<file path="src/rtl/bc_pkg.sv">
// Shared constants for the BC_I control path.
// Word layout, counter sizing and opcode indices.
package bc_pkg;

  localparam int WORD       = 16;
  localparam int SC_WIDTH   = 4;
  localparam int T_WIDTH    = 2**SC_WIDTH;
  localparam int INPR_WIDTH = 8;
  localparam int D_WIDTH    = 8;

  localparam int IND_BIT    = WORD-1;
  localparam int OPCODE_MSB = WORD-2;
  localparam int OPCODE_LSB = WORD-4;

  localparam int OP_AND = 0;
  localparam int OP_ADD = 1;
  localparam int OP_LDA = 2;
  localparam int OP_STA = 3;
  localparam int OP_BUN = 4;
  localparam int OP_BSA = 5;
  localparam int OP_ISZ = 6;
  localparam int OP_IO  = 7;

  function automatic logic [D_WIDTH-1:0] op_decode(
    input logic [OPCODE_MSB-OPCODE_LSB:0] op
  );
    return D_WIDTH'(1) << op;
  endfunction

endpackage

</file>
<file path="src/rtl/timing_control_unit_if.sv">
// Strobe/flag bundle between control logic and timing unit.
// master = control logic side, slave = timing unit.
interface timing_control_unit_if;
  import bc_pkg::*;

  logic [WORD-1:0]       IR;
  logic                  incrSC;
  logic                  clrSC;
  logic                  write_enable_I;
  logic                  setR;
  logic                  resetR;
  logic                  setIEN;
  logic                  resetIEN;
  logic                  setS;
  logic                  resetS;
  logic                  start;
  logic                  clrFGI;
  logic                  in_strobe;
  logic [INPR_WIDTH-1:0] in_data;

  logic                  in_ready;
  logic [INPR_WIDTH-1:0] INPR;
  logic                  FGI;
  logic [T_WIDTH-1:0]    T;
  logic [D_WIDTH-1:0]    D;
  logic                  I;
  logic                  R;
  logic                  IEN;
  logic                  S;
  logic [SC_WIDTH-1:0]   SC;

  modport master (
    output IR, incrSC, clrSC, write_enable_I,
    output setR, resetR, setIEN, resetIEN,
    output setS, resetS, start,
    output clrFGI, in_strobe, in_data,
    input  in_ready, INPR, FGI, T, D,
    input  I, R, IEN, S, SC
  );

  modport slave (
    input  IR, incrSC, clrSC, write_enable_I,
    input  setR, resetR, setIEN, resetIEN,
    input  setS, resetS, start,
    input  clrFGI, in_strobe, in_data,
    output in_ready, INPR, FGI, T, D,
    output I, R, IEN, S, SC
  );

endinterface

</file>
<file path="src/rtl/seq_counter.sv">
// Sequence counter SC with one-hot timing decode T.
// T is forced to zero while halted so no control term fires.
module seq_counter
  import bc_pkg::*;
(
  input  logic                clk,
  input  logic                rst_n,
  input  logic                start_i,
  input  logic                halt_i,
  input  logic                clr_i,
  input  logic                incr_i,
  output logic [SC_WIDTH-1:0] sc_o,
  output logic [T_WIDTH-1:0]  t_o
);

  logic [SC_WIDTH-1:0] sc_q;
  logic [SC_WIDTH-1:0] sc_d;

  // start overrides the halt freeze so a restart always lands on T0
  always_comb begin
    sc_d = sc_q;
    if (start_i)
      sc_d = '0;
    else if (halt_i)
      sc_d = sc_q;
    else if (clr_i)
      sc_d = '0;
    else if (incr_i)
      sc_d = sc_q + SC_WIDTH'(1);
  end

  always_ff @(posedge clk or negedge rst_n) begin
    if (!rst_n)
      sc_q <= '0;
    else
      sc_q <= sc_d;
  end

  assign sc_o = sc_q;
  assign t_o  = halt_i ? '0 : (T_WIDTH'(1) << sc_q);

endmodule

</file>
<file path="src/rtl/timing_control_unit.sv">
// Sequential front end of the BC_I control path:
// SC/T, opcode decode D, flag flops I/R/IEN/S and the FGI/INPR port.
module timing_control_unit
  import bc_pkg::*;
(
  input  logic                 clk,
  input  logic                 rst_n,
  timing_control_unit_if.slave bus
);

  logic                  i_q,    i_d;
  logic                  r_q,    r_d;
  logic                  ien_q,  ien_d;
  logic                  s_q,    s_d;
  logic                  fgi_q,  fgi_d;
  logic [INPR_WIDTH-1:0] inpr_q, inpr_d;

  seq_counter u_seq (
    .clk     (clk),
    .rst_n   (rst_n),
    .start_i (bus.start),
    .halt_i  (s_q),
    .clr_i   (bus.clrSC),
    .incr_i  (bus.incrSC),
    .sc_o    (bus.SC),
    .t_o     (bus.T)
  );

  always_comb begin
    i_d   = i_q;
    r_d   = r_q;
    ien_d = ien_q;
    s_d   = s_q;
    if (!s_q) begin
      if (bus.write_enable_I)
        i_d = bus.IR[IND_BIT];
      if (bus.resetR)
        r_d = 1'b0;
      else if (bus.setR)
        r_d = 1'b1;
      if (bus.resetIEN)
        ien_d = 1'b0;
      else if (bus.setIEN)
        ien_d = 1'b1;
    end
    if (bus.start || bus.resetS)
      s_d = 1'b0;
    else if (bus.setS)
      s_d = 1'b1;
  end

  // input port runs regardless of S; a strobe only lands while FGI=0
  always_comb begin
    fgi_d  = fgi_q;
    inpr_d = inpr_q;
    if (bus.in_strobe && !fgi_q) begin
      fgi_d  = 1'b1;
      inpr_d = bus.in_data;
    end else if (bus.clrFGI) begin
      fgi_d  = 1'b0;
    end
  end

  always_ff @(posedge clk or negedge rst_n) begin
    if (!rst_n) begin
      i_q    <= 1'b0;
      r_q    <= 1'b0;
      ien_q  <= 1'b0;
      s_q    <= 1'b0;
      fgi_q  <= 1'b0;
      inpr_q <= '0;
    end else begin
      i_q    <= i_d;
      r_q    <= r_d;
      ien_q  <= ien_d;
      s_q    <= s_d;
      fgi_q  <= fgi_d;
      inpr_q <= inpr_d;
    end
  end

  assign bus.D        = op_decode(bus.IR[OPCODE_MSB:OPCODE_LSB]);
  assign bus.I        = i_q;
  assign bus.R        = r_q;
  assign bus.IEN      = ien_q;
  assign bus.S        = s_q;
  assign bus.FGI      = fgi_q;
  assign bus.INPR     = inpr_q;
  assign bus.in_ready = ~fgi_q;

endmodule
</file>
<file path="src/flat_wrapper.sv">
// flat-port wrapper written by rule: the top's interface ports become plain ports
module timing_control_unit_flat import bc_pkg::*;
  (clk, rst_n, bus_IR, bus_incrSC, bus_clrSC, bus_write_enable_I, bus_setR, bus_resetR, bus_setIEN, bus_resetIEN, bus_setS, bus_resetS, bus_start, bus_clrFGI, bus_in_strobe, bus_in_data, bus_in_ready, bus_INPR, bus_FGI, bus_T, bus_D, bus_I, bus_R, bus_IEN, bus_S, bus_SC);
  timing_control_unit_if bus_i ();
  input  logic clk;
  input  logic rst_n;
  input wire logic [$bits(bus_i.IR)-1:0] bus_IR;
  input wire logic [$bits(bus_i.incrSC)-1:0] bus_incrSC;
  input wire logic [$bits(bus_i.clrSC)-1:0] bus_clrSC;
  input wire logic [$bits(bus_i.write_enable_I)-1:0] bus_write_enable_I;
  input wire logic [$bits(bus_i.setR)-1:0] bus_setR;
  input wire logic [$bits(bus_i.resetR)-1:0] bus_resetR;
  input wire logic [$bits(bus_i.setIEN)-1:0] bus_setIEN;
  input wire logic [$bits(bus_i.resetIEN)-1:0] bus_resetIEN;
  input wire logic [$bits(bus_i.setS)-1:0] bus_setS;
  input wire logic [$bits(bus_i.resetS)-1:0] bus_resetS;
  input wire logic [$bits(bus_i.start)-1:0] bus_start;
  input wire logic [$bits(bus_i.clrFGI)-1:0] bus_clrFGI;
  input wire logic [$bits(bus_i.in_strobe)-1:0] bus_in_strobe;
  input wire logic [$bits(bus_i.in_data)-1:0] bus_in_data;
  output wire logic [$bits(bus_i.in_ready)-1:0] bus_in_ready;
  output wire logic [$bits(bus_i.INPR)-1:0] bus_INPR;
  output wire logic [$bits(bus_i.FGI)-1:0] bus_FGI;
  output wire logic [$bits(bus_i.T)-1:0] bus_T;
  output wire logic [$bits(bus_i.D)-1:0] bus_D;
  output wire logic [$bits(bus_i.I)-1:0] bus_I;
  output wire logic [$bits(bus_i.R)-1:0] bus_R;
  output wire logic [$bits(bus_i.IEN)-1:0] bus_IEN;
  output wire logic [$bits(bus_i.S)-1:0] bus_S;
  output wire logic [$bits(bus_i.SC)-1:0] bus_SC;
  assign bus_i.IR = bus_IR;
  assign bus_i.incrSC = bus_incrSC;
  assign bus_i.clrSC = bus_clrSC;
  assign bus_i.write_enable_I = bus_write_enable_I;
  assign bus_i.setR = bus_setR;
  assign bus_i.resetR = bus_resetR;
  assign bus_i.setIEN = bus_setIEN;
  assign bus_i.resetIEN = bus_resetIEN;
  assign bus_i.setS = bus_setS;
  assign bus_i.resetS = bus_resetS;
  assign bus_i.start = bus_start;
  assign bus_i.clrFGI = bus_clrFGI;
  assign bus_i.in_strobe = bus_in_strobe;
  assign bus_i.in_data = bus_in_data;
  assign bus_in_ready = bus_i.in_ready;
  assign bus_INPR = bus_i.INPR;
  assign bus_FGI = bus_i.FGI;
  assign bus_T = bus_i.T;
  assign bus_D = bus_i.D;
  assign bus_I = bus_i.I;
  assign bus_R = bus_i.R;
  assign bus_IEN = bus_i.IEN;
  assign bus_S = bus_i.S;
  assign bus_SC = bus_i.SC;
  timing_control_unit u_core (.clk(clk), .rst_n(rst_n), .bus(bus_i));
endmodule
</file>
<file path="config.mk">
export PLATFORM = sky130hd
export DESIGN_NAME = timing_control_unit_flat
export DESIGN_NICKNAME = d
export VERILOG_FILES = /design/src/rtl/bc_pkg.sv /design/src/rtl/timing_control_unit_if.sv /design/src/rtl/seq_counter.sv /design/src/rtl/timing_control_unit.sv /design/src/flat_wrapper.sv
export SDC_FILE = /design/constraint.sdc
export NUM_CORES = 1
export LEC_CHECK = 0
export ABC_AREA = 1
export BUFFER_PORTS_ARGS = -buffer_cell sky130_fd_sc_hd__buf_2
export CAP_MARGIN = 10
export CORE_UTILIZATION = 38
export CTS_CLUSTER_SIZE = 14
export DETAILED_ROUTE_END_ITERATION = 10
export PLACE_DENSITY = 0.76
export SYNTH_ARGS = -nofsm -noshare
export SYNTH_HDL_FRONTEND = slang
export SYNTH_HIERARCHICAL = 1
export SYNTH_SLANG_ARGS = --single-unit
</file>
<file path="constraint.sdc">
create_clock -name clk -period 1.3 [get_ports clk]
set_input_delay 0.065 -clock clk [delete_from_list [all_inputs] [get_ports clk]]
set_output_delay 0.065 -clock clk [all_outputs]
set_load 0.02 [all_outputs]
</file>
# [Word level (Yosys, flattened, before mapping)]
# Cells that the tools add are included.
[word_totals] reg_bits=17 inputBits=38 output_inout_bits=42 elab_cells=38
[op_classes] n_addsub=1 eq_ne=1 shifts=2 n_mux=13 bitwise=2 n_reduce_logical=12
[ops] cell="2-to-1 mux 16 bit" n=1
[ops] cell="2-to-1 mux 4 bit" n=4
[ops] cell="<< shifter 1 x 4 -> 16 bit (first input constant)" n=1
[ops] cell="2-to-1 mux 1 bit" n=8
[ops] cell="AND reduction 2 bit" n=4
[ops] cell="nonzero test 2 bit" n=4
[ops] cell="<< shifter 1 x 3 -> 8 bit (first input constant)" n=1
[ops] cell="adder 4 x 1 -> 4 bit (second input constant)" n=1
[ops] cell="nonzero test 3 bit" n=1
[ops] cell="inequality test 2 bit (second input constant)" n=1
[ops] cell="inverter 1 bit" n=2
[ops] cell="logical AND 1 bit" n=1
[ops] cell="zero test 1 bit" n=1
[ops] cell="logical OR 1 bit" n=1

# [Depth between registers and ports, before layout]
# Gate-level depths: netlist of run 1.
[depth] ltp_word=5 mapped_depth=5 mapped_depth_nobuf=5

# [Hierarchy]
# The synthesis of run 1 kept the hierarchy.
[modules_own_cells] mod="timing_control_unit" instances=1 cells_per_inst=70 area_each_um2=585.6 seq_area_each_um2=325.3
[modules_own_cells] mod="seq_counter" instances=1 cells_per_inst=62 area_each_um2=389.1 seq_area_each_um2=100.1

# [Worst setup path before layout of run 1]
# OpenSTA, ideal clock, no wires.
[synth_path] kind="reg-to-output" start="register u_core.u_seq.sc_q[1], in the netlist u_core/u_seq/sc_o[1]" end="output bus_T[15]" arrival_time_ns=1.209 required_ns=1.235 path_slack_ns=0.026 path_stages_with_launch=5 cell_sequence="dfrtp_1 -> ha_1 -> ha_1 -> inv_1 -> nor2_1"
[synth_between] elab_chain_len=2
[synth_rtl] item="start, declared" line="seq_counter.sv:16" text="logic [SC_WIDTH-1:0] sc_q;"
[synth_rtl] item="start signal, assigned" line="seq_counter.sv:34" text="sc_q <= '0;"
[synth_rtl] item="start signal, assigned" line="seq_counter.sv:36" text="sc_q <= sc_d;"
[synth_rtl] item="<< shifter 1 x 4 -> 16 bit" line="seq_counter.sv:40" text="assign t_o = halt_i ? '0 : (T_WIDTH'(1) << sc_q);"
[synth_rtl] item="2-to-1 mux 16 bit" line="seq_counter.sv:40"
[synth_rtl] item="end, declared" line="flat_wrapper.sv:24" text="output wire logic [$bits(bus_i.T)-1:0] bus_T;"
# No other way between the ends.

# [Worst setup path after layout of run 1]
[layout_path] start="register u_core.u_seq.sc_q[0], in the netlist u_core/u_seq/sc_o[0]" end="output bus_T[2]"
# The elaborated chain is that of the path after synthesis.

==> flow_metrics.tcl, run 1 <==
set metrics [dict create \
    seqPwrFrac 0.454 \
    routabilityCongestion 0.757 \
    critPathLaunchType "register" \
    cpPeakStageDelay_ns 0.48 \
    rrSetupSlack_ns 0.13 \
    synthTopCellsByCount "nand2_1, nor2_1, dfrtp_1" \
    synth_area_leaders "dfrtp_1, nand2_1, ha_1" \
    finalHoldViolations 0 \
    ant_nets 0 \
    ys_types 17 \
    fin_util 0.759 \
    cts_tree "built" \
    grt_pass1_wl_um 4440 \
    crit_slowest_cell "dfrtp_2" \
    hold_start "bus_setIEN" \
    finalWorstSetupSlack_ns -0.132 \
    cap_violations 0 \
    start_util 0.420 \
    arrival_ns 1.37 \
    drt_first_iter_violations 23 \
    wl_um 3170 \
    switchingPower_mw 0.511 \
    avgSynthCellArea_um2 7.38 \
    dp_hpwl_um 1880 \
    synth_top_family_by_area "simple AND/OR/NAND/NOR gates" \
    yosys_warnings 6 \
    antenna_cells 0 \
    hp-class "input pin to register" \
    synthMuxAreaShare 0 \
    fmax_mhz 699 \
    die_w_um 52.6 \
    cts_buffer_depth 2 \
    period_needed_ns 1.43 \
    nFillCells 158 \
    viasPerCell 4.88 \
    io_buffer_count 67 \
    synthSimpleGateAreaFrac 0.389 \
    crit_type "register to output pin" \
    drtPass1Iterations 4 \
    ys_seq_area_frac 0.436 \
    switching_share 0.357 \
    synth_nets 176 \
    pre_cts_slack_ns 0.106 \
    fin_crit_sh 1.10 \
    syn_inst 132 \
    drc 0 \
    vias 1226 \
    yosysTopAreaCellShare 0.436 \
    drive_above_1_share 0.552 \
    slew_headroom 0.758 \
    crit_chain "inv_4 -> ha_4 -> nand2_2 -> nor2_1 -> buf_4" \
    seqCellArea_um2 430 \
    drv_slew 0 \
    status "finished with violations" \
    clk_pin_slew_ns 0.09 \
    ir_drop_v 0.000759 \
    layout.nets 268 \
    cts_buffers 3 \
    synthXorXnorAreaFrac 0 \
    setup_viol 16 \
    critPathRequiredTime_ns 1.24 \
    antenna_found_initial 0 \
    h-tree-depth 1 \
    synth_edf_count 0 \
    ioPinCount 80 \
    yosysMostFrequentCell "nand2_1" \
    synth-adder-area-share 0.0770 \
    violations "setup timing" \
    multi_input_area_um2 598 \
    p_leak_nw 0.956 \
    synth_top_cell_by_area "dfrtp_1" \
    skew_ns 0.00152 \
    end_kind "output pin" \
    worstSkewPairLatency_ns 0.28 \
    fin_area_um2 1760 \
    p_comb_frac 0.359 \
    synth_ff_type "dfrtp_1" \
    clock-root-buffer "clkbuf_4" \
    place_area_um2 1360 \
    synth_seq_cells 17 \
    cp_max_fo 4 \
    grt_max_degree 18 \
    core_area_um2 2320 \
    clockPowerShare 0.187 \
    synth_compound_gate_area_share 0.0244 \
    syn_to_final_growth_pct 80.6 \
    numClockSinks 17 \
    die_h_um 52.6 \
    tightest_slew_ns 0.363 \
    async_reset_ff_frac 1.00 \
    grt_pass1_vias 1113 \
    p_int_mw 0.919 \
    dieArea_um2 2770 \
    num_rows 17 \
    cp-startpoint "u_core/u_seq/sc_o[0]$_DFFE_PN0P_" \
    syn_area_um2 975 \
    p_per_area_nw_per_um2 812 \
    drt-wirelength-per-cell_um 12.6 \
    overflow 0 \
    rsz0062_at_grt "yes" \
    grt_use_total 0.214 \
    timing.rr.start "u_core/u_seq/sc_o[0]$_DFFE_PN0P_" \
]
==> power by group through the flow <==
stage	registers, mW	logic (mW)	clock network (mW)
detailed placement	0.652	0.425	0
CTS	0.646	0.484	0.279
floorplan	0.741	0.156	0
finish	0.649	0.513	0.268
global placement	0.652	0.411	0
global route	0.659	0.551	0.302
==> per-layer routing <==
metal / vias up / track usage / wire length, µm
met2: 65 / 0.447 / 1770
met5: - / 0 / 0
met4: 0 / 0.0526 / 6
met3: 2 / 0.0203 / 189
li1: 587 / - / -
met1: 572 / 0.218 / 1210
==> flip-flops by register name, summed over array words and instances, names as in the netlist <==
register and flops:
u_core/bus.S 1, u_core/bus.INPR 8, u_core/bus.IEN 1, u_core/bus.I 1
u_core/u_seq/sc_o 4, u_core/bus.R 1, u_core/bus.FGI 1
==> kinds of logic (layout without fill, tap and decap cells) <==
logic type | count (synthesis) | count (layout)
compound gates | 4 | 4
simple gates | 86 | 86
buf+inv | 19 | 110
flops | 17 | 17
fa+ha+maj | 6 | 6
==> what timing repair did <==
action                                 CTS  global route
endpoints found under the hold margin   27             1
pin swaps                               13            10
hold buffers                            12             1
buffers inserted                         5             1
gates resized for setup                 40            25
setup endpoints to repair               16            17
gates cloned                             0             0
==> worst max-delay path, delay by kind of cell, from the launching register on <==
kind,cells,cell delay [ns]
buf+inv,2,0.28
simple gates,2,0.19
flops,1,0.48
fa+ha+maj,1,0.14
==> cell usage in the layout (no fill, tap or decap), drive strengths merged <==
master	n
a21oi	2
buf	75
clkbuf	4
dfrtp	17
dlygate4sd3	12
ha	6
inv	19
nand2	48
nand3	6
nand4	1
nor2	21
nor3	9
o21ai	2
or2	1
==> final timing paths <==
check	to	depth (start not counted)
min	u_core/bus.IEN$_DFFE_PN0P_	3
min in group asynchronous	u_core/bus.INPR[2]$_DFFE_PN0P_	2
min reg2reg	u_core/bus.INPR[2]$_DFFE_PN0P_	2
max	bus_T[2]	5
max in group asynchronous	u_core/u_seq/sc_o[1]$_DFFE_PN0P_	2
max reg2reg	u_core/u_seq/sc_o[2]$_DFFE_PN0P_	5
==> final cells by class <==
| class | instances | share of cell area |
|---|---|---|
| Tap cell | 28 | 0.0199 |
| Inverter | 19 | 0.0462 |
| Multi-Input combinational cell | 96 | 0.340 |
| Clock buffer | 4 | 0.0149 |
| Sequential cell | 17 | 0.244 |
| Timing Repair Buffer | 87 | 0.335 |
==> stage by stage <==
stage          hold WS [ns]  instances  power (mW)  TNS, ns
3_3_place_gp        0.00160        229        1.06        0
6_report             0.0172        251        1.43    -1.48
4_1_cts             0.00689        250        1.41    -1.15
2_1_floorplan        -0.231        132       0.898        0
3_5_place_dp        0.00340        229        1.08        0
5_1_grt              0.0200        251        1.51    -2.23
Power figures use the tool's default switching activity.
==> run 2: changes to the inputs <==
--- a/config.mk
+++ b/config.mk
@@ -5,13 +5,13 @@
 export SDC_FILE = /design/constraint.sdc
 export NUM_CORES = 1
 export LEC_CHECK = 0
-export ABC_AREA = 1
 export BUFFER_PORTS_ARGS = -buffer_cell sky130_fd_sc_hd__buf_2
 export CAP_MARGIN = 10
-export CORE_UTILIZATION = 38
+export CORE_UTILIZATION = 39
 export CTS_CLUSTER_SIZE = 14
 export DETAILED_ROUTE_END_ITERATION = 10
-export PLACE_DENSITY = 0.76
+export PLACE_DENSITY = 0.77
+export SLEW_MARGIN = 40
 export SYNTH_ARGS = -nofsm -noshare
 export SYNTH_HDL_FRONTEND = slang
 export SYNTH_HIERARCHICAL = 1
==> flow_metrics.tcl, run 2 <==
set metrics [dict create \
    vias 1147 \
    status "finished with violations" \
    hp-class "input pin to register" \
    io_buffer_count 67 \
    tightest_slew_ns 0.378 \
    layout_common_cells "buf_2, buf_6, dlygate4sd3_1, buf_4, dfrtp_1" \
    arrival_ns 1.76 \
    fin_area_um2 1960 \
    drv_slew 0 \
    fmax_mhz 643 \
    ant_nets 0 \
    die_w_um 53.0 \
    drive_above_1_share 0.658 \
    rsz0062_at_grt "yes" \
    syn_area_um2 1010 \
    synthXorXnorAreaFrac 0 \
    h-tree-depth 1 \
    fin_util 0.797 \
    synthSimpleGateAreaFrac 0.263 \
    grt_pass1_wl_um 4620 \
    grt_pass1_vias 1055 \
    place_area_um2 1480 \
    p_per_area_nw_per_um2 756 \
    ioPinCount 80 \
    drc 0 \
    syn_to_final_growth_pct 93.1 \
    drt_first_iter_violations 29 \
    async_reset_ff_frac 1.00 \
    grt_max_degree 18 \
    layout.nets 238 \
    synth_seq_cells 17 \
    fin_crit_sh 1.20 \
    ir_drop_v 0.000725 \
    synth_nets 138 \
    drt-wirelength-per-cell_um 15.4 \
    clk_pin_slew_ns 0.09 \
    num_rows 18 \
    clock-root-buffer "clkbuf_4" \
    grt_use_total 0.236 \
    synth_top_family_by_area "simple AND/OR/NAND/NOR gates" \
    avgSynthCellArea_um2 10.8 \
    cts_buffers 3 \
    synth_compound_gate_area_share 0.0654 \
    die_h_um 53.0 \
    synth_top_cell_by_area "dfrtp_1" \
    dieArea_um2 2810 \
    finalHoldViolations 0 \
    finalWorstSetupSlack_ns -0.254 \
    yosys_warnings 6 \
    synth_area_leaders "dfrtp_1, mux2_4, ha_1" \
    antenna_cells 0 \
    synthMuxAreaShare 0.140 \
    ys_seq_area_frac 0.420 \
    crit_type "register to register" \
    slew_headroom 0.748 \
    cts_buffer_depth 2 \
    viasPerCell 5.14 \
    syn_inst 94 \
    overflow 0 \
    nFillCells 139 \
    core_area_um2 2450 \
    yosysMostFrequentCell "dfrtp_1" \
    wl_um 3430 \
    period_needed_ns 1.55 \
    synthTopCellsByCount "dfrtp_1, and3_1, mux2_4" \
    violations "setup timing" \
    final_common_cell "buf_2" \
    cts_tree "built" \
    worstSkewPairLatency_ns 0.28 \
    drtPass1Iterations 4 \
    critPathRequiredTime_ns 1.51 \
    numClockSinks 17 \
    end_kind "register" \
    start_util 0.413 \
    synth-adder-area-share 0.0741 \
    p_leak_nw 0.981 \
    largest_reg_flops 8 \
    skew_ns 0.00221 \
    cp_max_fo 2 \
    dp_hpwl_um 1890 \
    ys_types 27 \
    setup_viol 18 \
    synth_edf_count 0 \
    routabilityCongestion 0.795 \
    cap_violations 0 \
    synth_ff_type "dfrtp_1" \
    antenna_found_initial 0 \
    yosysTopAreaCellShare 0.420 \
    critPathLaunchType "register" \
]
run 2: cell families (layout without fill, tap and decap cells):
group / after synthesis / after routing
flip-flops: 17 / 17
AND/OR/NAND/NOR: 44 / 44
multiplexers: 10 / 10
AO/OA/AOI/OAI: 9 / 9
buffers and inverters: 8 / 107
adder cells (fa/ha/maj): 6 / 6
run 2: path summary, 6_finish.rpt:
path,start,to,slack (ns),depth (start not counted)
hold / removal,bus_in_data[7],u_core/bus.INPR[7]$_DFFE_PN0P_,0.02,2
setup / recovery,u_core/u_seq/sc_o[1]$_DFFE_PN0P_,u_core/u_seq/sc_o[2]$_DFFE_PN0P_,-0.25,4
max in group asynchronous,rst_n,u_core/u_seq/sc_o[3]$_DFFE_PN0P_,0.75,2
setup reg to reg,u_core/u_seq/sc_o[1]$_DFFE_PN0P_,u_core/u_seq/sc_o[2]$_DFFE_PN0P_,-0.25,4
hold reg to reg,u_core/bus.I$_DFFE_PN0P_,u_core/bus.I$_DFFE_PN0P_,0.51,1
min in group asynchronous,rst_n,u_core/bus.INPR[1]$_DFFE_PN0P_,0.26,2
run 2: stage by stage:
stage                     setup slack (ns)  setup TNS [ns]  cells  hold slack (ns)  power [mW]
final                               -0.254           -3.23    223           0.0194        1.48
after global placement              -0.171          -0.211    199         -0.00421        1.11
after global routing                -0.319           -4.44    223       -0.0000355        1.57
after CTS                           -0.235           -2.75    216         0.000246        1.46
after detailed placement            -0.219          -0.317    199          0.00606        1.13
after floorplan                     -0.264          -0.264     94           -0.231       0.945
run 2: worst max-delay path, cell delays in order, from the launching register on:
cell and delay [ns]:
dfrtp_2 0.44, ha_4 0.17, ha_4 0.20, or4b_4 0.52
a21oi_2 0.15
run 2: cell type report:
class	count	area (µm²)	area share
timing repair buffer	97	717	0.366
inverter	6	27.5	0.0141
multi-input combinational	69	717	0.366
clock buffer	4	26.3	0.0134
sequential	17	432	0.221
tap	30	37.5	0.0192
run 2: routing by layer:
layer / GRT usage / wire, µm
met1: 0.228 / 1250
met2: 0.470 / 1860
met3: 0.0374 / 258
met4: 0.114 / 68
met5: 0 / 0
run 2: where the power goes:
part | switching, mW | total, mW | internal (mW)
clock network | 0.148 | 0.267 | 0.119
registers | 0.0521 | 0.656 | 0.603
logic | 0.279 | 0.557 | 0.278
run 2: timing repair:
item,CTS,global route
pin swaps,8,4
setup buffers,4,2
gates resized for setup,60,15
endpoints found under the hold margin,25,5
hold buffers,9,5
setup endpoints to repair,18,21
==> run 3: changes to the inputs <==
--- a/config.mk
+++ b/config.mk
@@ -7,12 +7,11 @@
 export LEC_CHECK = 0
 export BUFFER_PORTS_ARGS = -buffer_cell sky130_fd_sc_hd__buf_2
 export CAP_MARGIN = 10
-export CORE_UTILIZATION = 39
+export CORE_UTILIZATION = 38
 export CTS_CLUSTER_SIZE = 14
 export DETAILED_ROUTE_END_ITERATION = 10
-export PLACE_DENSITY = 0.77
+export PLACE_DENSITY = 0.75
 export SLEW_MARGIN = 40
 export SYNTH_ARGS = -nofsm -noshare
 export SYNTH_HDL_FRONTEND = slang
-export SYNTH_HIERARCHICAL = 1
 export SYNTH_SLANG_ARGS = --single-unit
==> flow_metrics.tcl, run 3 <==
set metrics [dict create \
    layout.nets 237 \
    slew_headroom 0.753 \
    fmax_mhz 670 \
    p_leak_nw 0.918 \
    synth_compound_gate_area_share 0.0802 \
    setup_viol 18 \
    antenna_cells 0 \
    synth_seq_cells 17 \
    fin_crit_sh 1.15 \
    drv_slew 0 \
    synthXorXnorAreaFrac 0 \
    die_h_um 53.3 \
    yosysTopAreaCellShare 0.426 \
    cap_violations 0 \
    cts_tree "built" \
    dieArea_um2 2840 \
    overflow 0 \
    io_buffer_count 67 \
    arrival_ns 1.43 \
    drc 0 \
    synth_edf_count 0 \
    num_rows 18 \
    antenna_found_initial 0 \
    viasPerCell 4.94 \
    vias 1097 \
    rsz0062_at_grt "yes" \
    yosys_warnings 0 \
    synthSimpleGateAreaFrac 0.261 \
    numClockSinks 17 \
    h-tree-depth 1 \
    start_util 0.403 \
    routabilityCongestion 0.775 \
    syn_inst 101 \
    synthTopCellsByCount "dfrtp_1, nor2_1, nand2_1" \
    synth-adder-area-share 0.0752 \
    cts_buffers 3 \
    fin_setup_tns_ns -2.08 \
    clock-root-buffer "clkbuf_4" \
    drt_first_iter_violations 2 \
    cp_max_fo 5 \
    avgSynthCellArea_um2 9.89 \
    grt_pass1_vias 978 \
    ys_types 27 \
    drt-wirelength-per-cell_um 13.2 \
    end_kind "output pin" \
    hp-class "input pin to register" \
    grt_max_degree 18 \
    layout_common_cells "buf_2, buf_4, dfrtp_1, dlygate4sd3_1, buf_6" \
    crit_type "register to output pin" \
    synth_top_cell_by_area "dfrtp_1" \
    worstSkewPairLatency_ns 0.29 \
    period_needed_ns 1.49 \
    ir_drop_v 0.000863 \
    ant_nets 0 \
    syn_area_um2 998 \
    critPathRequiredTime_ns 1.24 \
    syn_to_final_growth_pct 87.3 \
    synth_area_leaders "dfrtp_1, mux2_2, ha_1" \
    synth_nets 145 \
    status "finished with violations" \
    violations "setup timing" \
    die_w_um 53.3 \
    whs_ns 0.0107 \
    cts_buffer_depth 2 \
    clk_pin_slew_ns 0.09 \
    finalWorstSetupSlack_ns -0.194 \
    final_common_cell "buf_2" \
    critPathLaunchType "register" \
    synthMuxAreaShare 0.0902 \
    tightest_slew_ns 0.371 \
    dp_hpwl_um 1900 \
    largest_reg_flops 8 \
    ys_seq_area_frac 0.426 \
    synth_top_family_by_area "simple AND/OR/NAND/NOR gates" \
    ioPinCount 80 \
    core_area_um2 2480 \
    yosysMostFrequentCell "dfrtp_1" \
    drtPass1Iterations 3 \
    grt_use_total 0.196 \
    grt_pass1_wl_um 4040 \
    drive_above_1_share 0.682 \
    finalHoldViolations 0 \
    wl_um 2940 \
    synth_ff_type "dfrtp_1" \
    skew_ns 0.00449 \
    p_per_area_nw_per_um2 759 \
    async_reset_ff_frac 1.00 \
]
==> run 3: cell types whose count changed after synthesis, sizes merged, moves of 3 or more <==
cell | previous run | this run
nor3 | 3 | 8
nor2b | 5 | 2
and3 | 10 | 3
nand2 | 3 | 9
a21oi | 1 | 7
nor2 | 6 | 10
and2 | 5 | 0
==> run 3: stage by stage <==
step                      total power [mW]  std cells  setup WS (ns)  area (µm²)  utilization
after CTS                             1.40        217         -0.192        1730        0.698
after detailed placement              1.08        199        0.00714        1440        0.583
after floorplan                      0.904        101        0.00363        1070            -
final                                 1.42        222         -0.194        1870        0.755
after global routing                  1.49        222         -0.238        1870        0.755
after global placement                1.06        199         0.0286        1440        0.583
==> run 3: cells by family (layout without fill, tap and decap cells) <==
kind of cell	after synthesis	in the layout
fa+ha+maj	6	6
compound gates	13	13
flops	17	17
buf+inv	10	101
mux	8	8
simple gates	47	47
==> run 3: final timing paths <==
check | startpoint | to | slack [ns] | cells after the start
max in group asynchronous | rst_n | u_core.bus.S$_DFFE_PN0P_ | 0.81 | 2
worst max register to register | u_core.u_seq.sc_o[1]$_DFFE_PN0P_ | u_core.u_seq.sc_o[3]$_DFFE_PN0P_ | -0.04 | 4
worst min-delay path | bus_in_data[5] | u_core.bus.INPR[5]$_DFFE_PN0P_ | 0.01 | 2
worst max-delay path | u_core.u_seq.sc_o[0]$_DFFE_PN0P_ | bus_T[3] | -0.19 | 4
worst min register to register | u_core.bus.INPR[2]$_DFFE_PN0P_ | u_core.bus.INPR[2]$_DFFE_PN0P_ | 0.52 | 1
min in group asynchronous | rst_n | u_core.bus.INPR[6]$_DFFE_PN0P_ | 0.20 | 2
==> run 3: critical path, cell delays in order (launching register included) <==
cell and delay (ns):
dfrtp_2 0.48, ha_4 0.20, ha_4 0.15, nor3b_2 0.15, buf_4 0.16
==> run 3: power breakdown <==
| group | switching (mW) | total, mW | internal, mW |
|---|---|---|---|
| logic | 0.267 | 0.491 | 0.224 |
| registers | 0.0462 | 0.649 | 0.603 |
| clock network | 0.160 | 0.280 | 0.119 |
| total | 0.474 | 1.42 | 0.946 |
==> run 3: layout make-up <==
| cell class | instances | area (µm²) |
|---|---|---|
| Multi-Input combinational cell | 74 | 713 |
| Timing Repair Buffer | 92 | 632 |
| Fill cell | 165 | 607 |
| Sequential cell | 17 | 430 |
| Tap cell | 30 | 37.5 |
| Inverter | 5 | 31.3 |
| Clock buffer | 4 | 26.3 |
==> run 3: timing repair <==
| action | in CTS | in global routing |
|---|---|---|
| pin swaps | 9 | 8 |
| hold endpoints to repair | 28 | 2 |
| hold buffers | 9 | 2 |
| resized for setup | 35 | 27 |
| buffers inserted | 5 | 3 |
| setup endpoints to repair | 17 | 19 |
==> run 3: layer usage <==
layer,GRT usage,vias to the layer above,part of all wire
li1,-,537,-
met5,0,-,0
met1,0.207,496,0.39
met3,0.0230,7,0.070
met2,0.383,57,0.51
met4,0.0789,0,0.023
